===== config.mk =====
export PLATFORM = sky130hd
export DESIGN_NAME = seg7_scan_capture
export DESIGN_NICKNAME = d
export VERILOG_FILES = /design/src/rtl/seg7_scan_capture.sv
export SDC_FILE = /design/constraint.sdc
export NUM_CORES = 1
export LEC_CHECK = 0
export ABC_CLOCK_PERIOD_IN_PS = 2660
export CORE_AREA = 5 5 135 137
export DETAILED_ROUTE_END_ITERATION = 16
export DIE_AREA = 0 0 140 142
export SLEW_MARGIN = 20
export SYNTH_ARGS = -nofsm -noshare
export SYNTH_HDL_FRONTEND = slang
export SYNTH_SLANG_ARGS = --single-unit

===== constraint.sdc =====
create_clock -name clk -period 2.66 [get_ports clk]
set_input_delay 0.532 -clock clk [delete_from_list [all_inputs] [get_ports clk]]
set_output_delay 0.532 -clock clk [all_outputs]
set_load 0.02 [all_outputs]

===== src/rtl/seg7_scan_capture.sv =====
// seg7_scan_capture: readback monitor for a scanned 7-segment bus.
// Waits for each digit dwell to settle, decodes it, rebuilds the value.
module seg7_scan_capture #(
  parameter int STABLE_CYCLES = 4,
  parameter int ERR_W         = 8
) (
  input  logic             clk,
  input  logic             rst,
  input  logic [7:0]       an_n,
  input  logic [6:0]       seg_n,
  input  logic             clr_err,
  output logic [31:0]      digits,
  output logic [7:0]       digit_valid,
  output logic             cap_valid,
  output logic [2:0]       cap_idx,
  output logic [3:0]       cap_digit,
  output logic             bad_pattern,
  output logic             frame_done,
  output logic [ERR_W-1:0] err_count
);

  localparam int CW = $clog2(STABLE_CYCLES + 1);
  localparam logic [CW-1:0] CMAX = CW'(STABLE_CYCLES);

  logic [14:0]   pins;
  logic [14:0]   smp;
  logic [CW-1:0] cnt;
  logic          armed;
  logic [7:0]    seen;
  logic [7:0]    seen_nxt;
  logic [7:0]    low;
  logic          active;
  logic [2:0]    idx;
  logic          legal;
  logic [3:0]    nib;
  logic          fire;

  assign pins = {an_n, seg_n};
  assign low = ~smp[14:7];
  assign active = (low != 8'd0) &&
                  ((low & (low - 8'd1)) == 8'd0);

  always_comb begin
    idx = 3'd0;
    for (int i = 0; i < 8; i++)
      if (low[i]) idx = 3'(i);
  end

  always_comb begin
    legal = 1'b1;
    nib = 4'h0;
    unique case (smp[6:0])
      7'b0000001: nib = 4'h0;
      7'b1001111: nib = 4'h1;
      7'b0010010: nib = 4'h2;
      7'b0000110: nib = 4'h3;
      7'b1001100: nib = 4'h4;
      7'b0100100: nib = 4'h5;
      7'b0100000: nib = 4'h6;
      7'b0001111: nib = 4'h7;
      7'b0000000: nib = 4'h8;
      7'b0000100: nib = 4'h9;
      7'b0001000: nib = 4'hA;
      7'b1100000: nib = 4'hB;
      7'b0110001: nib = 4'hC;
      7'b1000010: nib = 4'hD;
      7'b0110000: nib = 4'hE;
      7'b0111000: nib = 4'hF;
      default:    legal = 1'b0;
    endcase
  end

  // armed is the once-per-dwell latch; only a sample change re-arms it
  assign fire = armed && (cnt == CMAX) && active;
  assign seen_nxt = seen | (8'd1 << idx);

  always_ff @(posedge clk) begin
    if (rst) begin
      smp   <= 15'h7FFF;
      cnt   <= '0;
      armed <= 1'b0;
    end else begin
      smp <= pins;
      if (pins != smp) begin
        cnt   <= CW'(1);
        armed <= 1'b1;
      end else begin
        if (cnt != CMAX) cnt <= cnt + CW'(1);
        if (fire) armed <= 1'b0;
      end
    end
  end

  always_ff @(posedge clk) begin
    if (rst) begin
      digits      <= '0;
      digit_valid <= '0;
      cap_valid   <= 1'b0;
      cap_idx     <= '0;
      cap_digit   <= '0;
      bad_pattern <= 1'b0;
      frame_done  <= 1'b0;
      seen        <= '0;
    end else begin
      cap_valid   <= fire && legal;
      bad_pattern <= fire && !legal;
      frame_done  <= fire && (seen_nxt == 8'hFF);
      if (fire) begin
        cap_idx <= idx;
        seen    <= (seen_nxt == 8'hFF) ? 8'h00 : seen_nxt;
        if (legal) begin
          digits[4*idx +: 4] <= nib;
          digit_valid[idx]   <= 1'b1;
          cap_digit          <= nib;
        end else begin
          digit_valid[idx] <= 1'b0;
        end
      end
    end
  end

  always_ff @(posedge clk) begin
    if (rst || clr_err)
      err_count <= '0;
    else if (fire && !legal && (err_count != '1))
      err_count <= err_count + 1'b1;
  end

endmodule


==> summary.md, run 1 <==
| Metric | Value |
|---|---|
| Outcome | finished clean |
| Fill cell count | 1,807 |
| Clock share of power | 0.464 |
| Leakage | 2.08 nW |
| IO Pins | between 70 and 80 |
| Top cell type's share of synthesized area | 0.414 |
| Initial antenna violation count | 0 |
| Setup Buffers After CTS | 0 |
| Pin count of the biggest net entering global routing | 40 |
| Layout cells sized above 1 | 0.121 |
| H-tree depth | 3 |
| Cell family with most CP delay | simple AND/OR/NAND/NOR gates |
| Hold Startpoint | digits[14]$_SDFFE_PP0P_ |
| Port Buffers | 75 |
| Area contributors post-synth | dfxtp_1 41%, mux2i_1 9.5%, nand2_1 6.4% |
| WP data arrival | 2.77 ns |
| Mapped Area | about 4100 sq um |
| Worst vdd ir | around 0.24 mV |
| Worst-path cell chain | or3_1 > or3b_1 > o221a_1 > a31oi_4 > nor4b_4 > mux2i_1 |
| Core Footprint | 16,900 sq um |
| Cell with the most instances after synthesis | dfxtp_1 |
| Row count | 48 |
| Max Slew Vio Count | 0 |
| R2r endpoint | digits[11]$_SDFFE_PP0P_ |
| TritonRoute pass-1 iters | 4 |
| Clock sink count | 85 |
| Total GRT Usage | 0.114 |
| TritonCTS Buffers | 9 |
| CP max stage cell | nor4b_4 |
| Finished Cell Area | 5550 sq um |
| Worst setup EP type | flip-flop |
| Power Density | 527 nW/um^2 |
| Post-Route WL | 11,300 um |
| CTS root buffer | clkbuf_16 |
| Final Setup Violations | 0 |
| Max-cap violations | 0 |
| Antenna Cells | 0 |
| Placed cell areas | 5210 sq um |
| Clock-pin slew of the registers on the worst-case setup and hold paths | 0.06 ns |
| Die H | roughly 140 um |
| Reg-to-Reg Start | smp[3]$_SDFF_PP1_ |
| Leading area contributor after synthesis | dfxtp_1 |
| Hold Path Class | reg2reg |
| WS Path Type | reg2reg |
| Reg-to-reg slack, setup | 0.16 ns |
| Fmax | ~0.4 GHz |
| Power Internal | about 0.0022 W |
| Share of flip-flops with an asynchronous set or reset | 0 |
| Die width | 140 um |
| WP depth | 6 |
| First-pass GRT wire length | ~19,000 um |
| Post-synthesis register bit count | 85 |
| Slew HR | 0.454 |
| GPL Wtd Cong | just under 0.9 |
| Psw | around 0.0007 W |
| RSZ-0062 raised after global routing | no |
| DP HPWL | 8690 um |
| Synthesized Nets | 504 |
| Fin nets | approximately 600 |
| Bufs on Longest Clock Path | 2 |
| Logic pwr share | 0.086 |
| DR DRC count | 0 |
| Final ANT Viol Nets | 0 |
| Worst slew pin tran | 0.816 ns |
| Skew final | 0.00686 ns |
| Hold Crit Endpoint | digits[14]$_SDFFE_PP0P_ |
| Switching share of power | 0.240 |
| CTS tree | done |
| Tot Pwr | approximately 0.003 W |
| Initial Util | 0.243 |
| Commonest register cell after synthesis | dfxtp_1 |
| Hold buffer count at cts | 0 |
| Vias per cell | 4.61 |
| WL/cell | 14.4 um |
| Startpoint types | flip-flop |
| Remaining Overflow, GRT | 0 |
| Worst skew pair latency | between 0.3 and 0.4 ns |
| Final period util | 0.939 |
| Area growth, synth to finish | 35.0% |
| Cells on worst reg2reg path | 6 |
| Critical Path Fanout Max | 13 |
| Crit path time final | 2.50 ns |
| Post-synth EDFFs | 0 |
| Vias in the first global route | 3,703 |
| Slowest stage delay, CP | 0.42 ns |
| CP Buf/Inv Count | 0 |
| Post-synth top cells | 85 x dfxtp_1, 70 x nand2_1, 43 x nor2_1 |
| Syn_area_per_cell | 8.64 sq um |
| Sequential-to-total area share from yosys stat | 0.414 |
| Via count | 3,626 |
| Post-synth cell types | between 50 and 60 |
| Sequential group share of total power | 0.449 |
| YS warnings | 0 |
| Gate Count Post-Synth | between 400 and 500 |
| Total Neg Setup Slack | 0 ns |
| Required time of the critical path | 2.93 ns |
| Full die area | 19,900 sq um |
| Final hold violation count | 0 |
| Detailed Route Iter0 Violations | 143 |
| WHS Path Cells | 2 |
-- power groups by stage --
stage | Sequential [W] | Combinational, W | Clock [W]
2_1_floorplan | 0.00132 | 0.000168 | 0
3_3_place_gp | 0.00134 | 0.000247 | 0
3_5_place_dp | 0.00134 | 0.000250 | 0
4_1_cts | 0.00131 | 0.000251 | 0.00139
5_1_grt | 0.00132 | 0.000279 | 0.00146
6_report | 0.00131 | 0.000253 | 0.00136
-- worst register-to-register path, cell delays in order, from the launching register on --
cell and delay, ns:
dfxtp_2 0.38, or3_1 0.38, or3b_1 0.39, o221a_1 0.33, a31oi_4 0.29, nor4b_4 0.42, mux2i_1 0.24
-- cell type report --
| cell class | instances | area, sq um | share of cell area |
|---|---|---|---|
| well taps | 225 | 282 | 0.0507 |
| multi-input cells | 355 | 2280 | 0.410 |
| inverters | 8 | 30.0 | 0.00541 |
| flip-flops and latches | 85 | 1700 | 0.307 |
| clock inverters | 7 | 97.6 | 0.0176 |
| repair buffers | 98 | 936 | 0.169 |
| clock buffers | 9 | 225 | 0.0406 |
-- cell families after synthesis --
group / count (synthesis) / synth area share
XOR/XNOR: 19 / 0.0405
adder cells (fa/ha/maj): 10 / 0.0304
buffers and inverters: 36 / 0.0383
multiplexers: 39 / 0.0949
flip-flops: 85 / 0.414
AND/OR/NAND/NOR: 226 / 0.281
AO/OA/AOI/OAI: 61 / 0.101
-- timing repair --
action / in CTS / in global routing
resized for setup: 0 / 5
endpoints found under the setup margin: 0 / 13
endpoints found under the hold margin: 0 / 0
-- sequential cells by signal, summed over array words and instances, names as in the netlist, 3 cells and up, named ones only --
signal / flops
err_count: 8
cnt: 3
seen: 8
digits: 32
cap_idx: 3
cap_digit: 4
smp: 15
-- per-stage QoR --
stage | hold slack [ns] | std cells | setup slack, ns | util
after global placement | 0.451 | 771 | 0.216 | 0.308
after floorplan | 0.437 | 476 | 0.109 | -
after CTS | 0.465 | 787 | 0.0834 | 0.327
after detailed placement | 0.456 | 771 | 0.118 | 0.308
final | 0.461 | 787 | 0.162 | 0.328
after global routing | 0.487 | 787 | 0.0118 | 0.328
-- layout by cell type, fill, tap and decap left out, drive strengths merged, types with 5 or more instances in the layout --
cell / n
or2: 17
nor4: 8
nand4: 8
a211oi: 6
nand3: 19
and2: 6
and3: 7
nor2: 43
mux2i: 39
nor3: 19
clkdlybuf4s50: 75
buf: 23
or3: 7
nand2: 70
ha: 10
dfxtp: 85
o211ai: 5
a21oi: 23
inv: 8
o21ai: 9
xor2: 15
clkbuf: 9
-- layer usage --
metal | up-vias | track usage | wire length, um
met4 | 0 | 0.0372 | 202
li1 | 1822 | - | -
met2 | 80 | 0.197 | 5610
met1 | 1708 | 0.141 | 5060
met5 | - | 0 | 0
met3 | 16 | 0.0286 | 435
-- worst max-delay path by stage --
stage | startpoint | end | slack [ns]
3_5_place_dp | smp[3]$_SDFF_PP1_ | digits[17]$_SDFFE_PP0P_ | 0.12
6_report | smp[3]$_SDFF_PP1_ | digits[11]$_SDFFE_PP0P_ | 0.16
4_1_cts | smp[3]$_SDFF_PP1_ | digits[17]$_SDFFE_PP0P_ | 0.08
3_3_place_gp | smp[3]$_SDFF_PP1_ | cap_digit[1]$_SDFFE_PP0P_ | 0.22
5_1_grt | smp[10]$_SDFF_PP1_ | seen[5]$_SDFFE_PP0P_ | 0.01
2_1_floorplan | smp[9]$_SDFF_PP1_ | seen[0]$_SDFFE_PP0P_ | 0.11
Power figures use the tool's default switching activity.
==> run 2, diff against run 1 <==
--- a/config.mk
+++ b/config.mk
@@ -6,9 +6,9 @@
 export NUM_CORES = 1
 export LEC_CHECK = 0
 export ABC_CLOCK_PERIOD_IN_PS = 2660
-export CORE_AREA = 5 5 135 137
+export CORE_AREA = 2 2 132 134
 export DETAILED_ROUTE_END_ITERATION = 16
-export DIE_AREA = 0 0 140 142
+export DIE_AREA = 0 0 134 136
 export SLEW_MARGIN = 20
 export SYNTH_ARGS = -nofsm -noshare
 export SYNTH_HDL_FRONTEND = slang
==> run 2 against run 1 <==
Net effect: critical path depth unchanged; clock-buffer cell count grew 3; flip-flop and latch count stayed put; largest cell class unchanged; largest power group is now registers.
==> summary.md, run 2 (same netlist as run 1, synthesis figures left out) <==
| Metric | Value |
|---|---|
| Outcome | finished clean (unchanged) |
| Area growth, synth to finish | 35.0% (unchanged) |
| Initial Util | 0.244 (was 0.243) |
| Port Buffers | 75 (unchanged) |
| IO Pins | 76 (unchanged) |
| TritonCTS Buffers | 9 (unchanged) |
| Final period util | 0.941 (was 0.939) |
| Die width | 134 um (was 140 um) |
| Fmax | 0.400 GHz (about the same) |
| Post-layout util | 0.329 (was 0.328) |
| Detailed Route Iter0 Violations | 173 (was 143) |
| Pre-CTS setup slack | 0.123 ns (was 0.118 ns) |
| Row count | 48 (unchanged) |
| Fin cells | 790 (was 787) |
| Final Setup Violations | 0 (unchanged) |
| Max-cap violations | 0 (unchanged) |
| CTS tree | done (unchanged) |
| Power Density | 516 nW/um^2 (was 527 nW/um^2) |
| Final ANT Viol Nets | 0 (unchanged) |
| Via count | 3,650 (was 3,626) |
| Top Registers | digits: 32 flops, smp: 15 flops (unchanged) |
| Biggest register | digits (unchanged) |
| Fin nets | 588 (was 585) |
| Vias per cell | 4.62 (was 4.61) |
| Cells on worst reg2reg path | 6 (unchanged) |
| Leakage | 2.09 nW (was 2.08 nW) |
| Total GRT Usage | 0.121 (was 0.114) |
| Startpoint types | flip-flop (unchanged) |
| Die H | 136 um (was 142 um) |
| WL/cell | 13.8 um (was 14.4 um) |
| Total Neg Setup Slack | 0 ns (unchanged) |
| DR DRC count | 0 (unchanged) |
| Setup WS post-layout | 0.158 ns (was 0.162 ns) |
| GPL Wtd Cong | 0.789 (was 0.892) |
| Initial antenna violation count | 0 (unchanged) |
| TritonRoute pass-1 iters | 4 (unchanged) |
| Reg-to-reg slack, setup | 0.16 ns (about the same) |
| WS Path Type | reg2reg (unchanged) |
| Clock-pin slew of the registers on the worst-case setup and hold paths | 0.06 ns (about the same) |
| Required time of the critical path | 2.92 ns (was 2.93 ns) |
| WP data arrival | 2.76 ns (was 2.77 ns) |
| Antenna Cells | 0 (unchanged) |
| Slew HR | 0.655 (was 0.454) |
| Core Footprint | 16,900 sq um (about the same) |
| Clock sink count | 85 (unchanged) |
| WHS Path Cells | 2 (unchanged) |
| R2r endpoint | digits[25]$_SDFFE_PP0P_ (was digits[11]$_SDFFE_PP0P_) |
| First-pass GRT wire length | 17,500 um (was 18,500 um) |
| Commonest non-fill, non-tap cell in the layout | dfxtp_1 (unchanged) |
| Worst skew pair latency | 0.34 ns (about the same) |
| Worst vdd ir | 0.246 mV (was 0.236 mV) |
| DP HPWL | 8480 um (was 8690 um) |
| Skew final | 0.00741 ns (was 0.00686 ns) |
| Max reg flops | 32 (unchanged) |
| RSZ-0062 raised after global routing | no (unchanged) |
| Bufs on Longest Clock Path | 2 (unchanged) |
| CTS root buffer | clkbuf_16 (unchanged) |
| Final hold violation count | 0 (unchanged) |
| Full die area | 18,200 sq um (was 19,900 sq um) |
| H-tree depth | 3 (unchanged) |
| Pin count of the biggest net entering global routing | 34 (was 40) |
| Reg-to-Reg Start | smp[6]$_SDFF_PP1_ (was smp[3]$_SDFF_PP1_) |
| Crit path time final | 2.50 ns (about the same) |
| Worst slew pin tran | 0.514 ns (was 0.816 ns) |
| Remaining Overflow, GRT | 0 (unchanged) |
| Hold Crit Endpoint | digits[0]$_SDFFE_PP0P_ (was digits[14]$_SDFFE_PP0P_) |
| Vias in the first global route | 3,557 (was 3,703) |
| Layout cells sized above 1 | 0.124 (was 0.121) |
| Hold_ws | 0.460 ns (was 0.461 ns) |
| Post-Route WL | 10,900 um (was 11,300 um) |
| Most frequent cells in the layout | 82 x dfxtp_1, 75 x clkdlybuf4s50_1, 70 x nand2_1 (was 83 x dfxtp_1, 75 x clkdlybuf4s50_1, 70 x nand2_1) |
| Hold Path Class | reg2reg (unchanged) |
| Worst setup EP type | flip-flop (unchanged) |
| Hold Startpoint | digits[0]$_SDFFE_PP0P_ (was digits[14]$_SDFFE_PP0P_) |
| Placed Instances | 773 (was 771) |
| Max Slew Vio Count | 0 (unchanged) |
| Critical Path Fanout Max | 11 (was 13) |
==> run 2: changes by cell type in the layout (fill, tap and decap cells not counted), moves of 2 or more <==
cell,previous run,this run
clkinvlp_4,2,0
clkinv_4,0,3
inv_6,2,0
clkbuf_8,0,2
buf_4,22,26
==> run 2: area by class of cell <==
type,instances,area [sq um]
clock buffer,12,256
clock inverter,4,56.3
fill,1707,11300
inverter,8,30.0
multi-input combinational,355,2270
sequential,85,1710
tap,225,282
timing repair buffer,101,946
==> run 2: what timing repair did <==
| item | 4_1_cts | 5_1_grt |
|---|---|---|
| setup endpoints to repair | 0 | 5 |
| resized for setup | 0 | 5 |
| buffers inserted | 0 | 1 |
| hold buffers | 0 | 0 |
==> run 2: worst max-delay path by stage <==
stage	depth (start not counted)	slack, ns	endpoint	startpoint
after CTS	6	0.10	digits[11]$_SDFFE_PP0P_	smp[3]$_SDFF_PP1_
after detailed placement	6	0.12	digits[11]$_SDFFE_PP0P_	smp[3]$_SDFF_PP1_
after global routing	8	0.008	digits[24]$_SDFFE_PP0P_	smp[13]$_SDFF_PP1_
after floorplan	10	0.11	seen[0]$_SDFFE_PP0P_	smp[9]$_SDFF_PP1_
final	6	0.16	digits[25]$_SDFFE_PP0P_	smp[6]$_SDFF_PP1_
after global placement	6	0.24	digits[8]$_SDFFE_PP0P_	smp[3]$_SDFF_PP1_
==> run 2: power by group <==
group	total, W	internal (W)	switching (W)	leakage, nW
Combinational	0.000254	0.000110	0.000144	1.25
Sequential	0.00131	0.00129	0.0000263	0.689
Clock	0.00130	0.000784	0.000512	0.153
Total	0.00286	0.00218	0.000682	2.09
==> run 2: stage by stage <==
stage	total power (W)	area, sq um
floorplan	0.00149	4110
global placement	0.00159	5220
detailed placement	0.00159	5220
CTS	0.00288	5530
global route	0.00298	5550
finish	0.00286	5550
==> run 2: worst max-delay path: stages (launching register included) <==
cell and delay [ns]:
dfxtp_1 0.41, or3_1 0.36, or3b_1 0.39, o221a_1 0.34, a31oi_4 0.30, and4_1 0.39
mux2i_1 0.23
==> run 2: per-layer routing <==
layer / share of wire / track usage / wire length, um
met2: 0.49 / 0.207 / 5400
met3: 0.047 / 0.0291 / 513
met5: 0 / 0 / 0
met1: 0.45 / 0.147 / 4890
met4: 0.012 / 0.0431 / 126
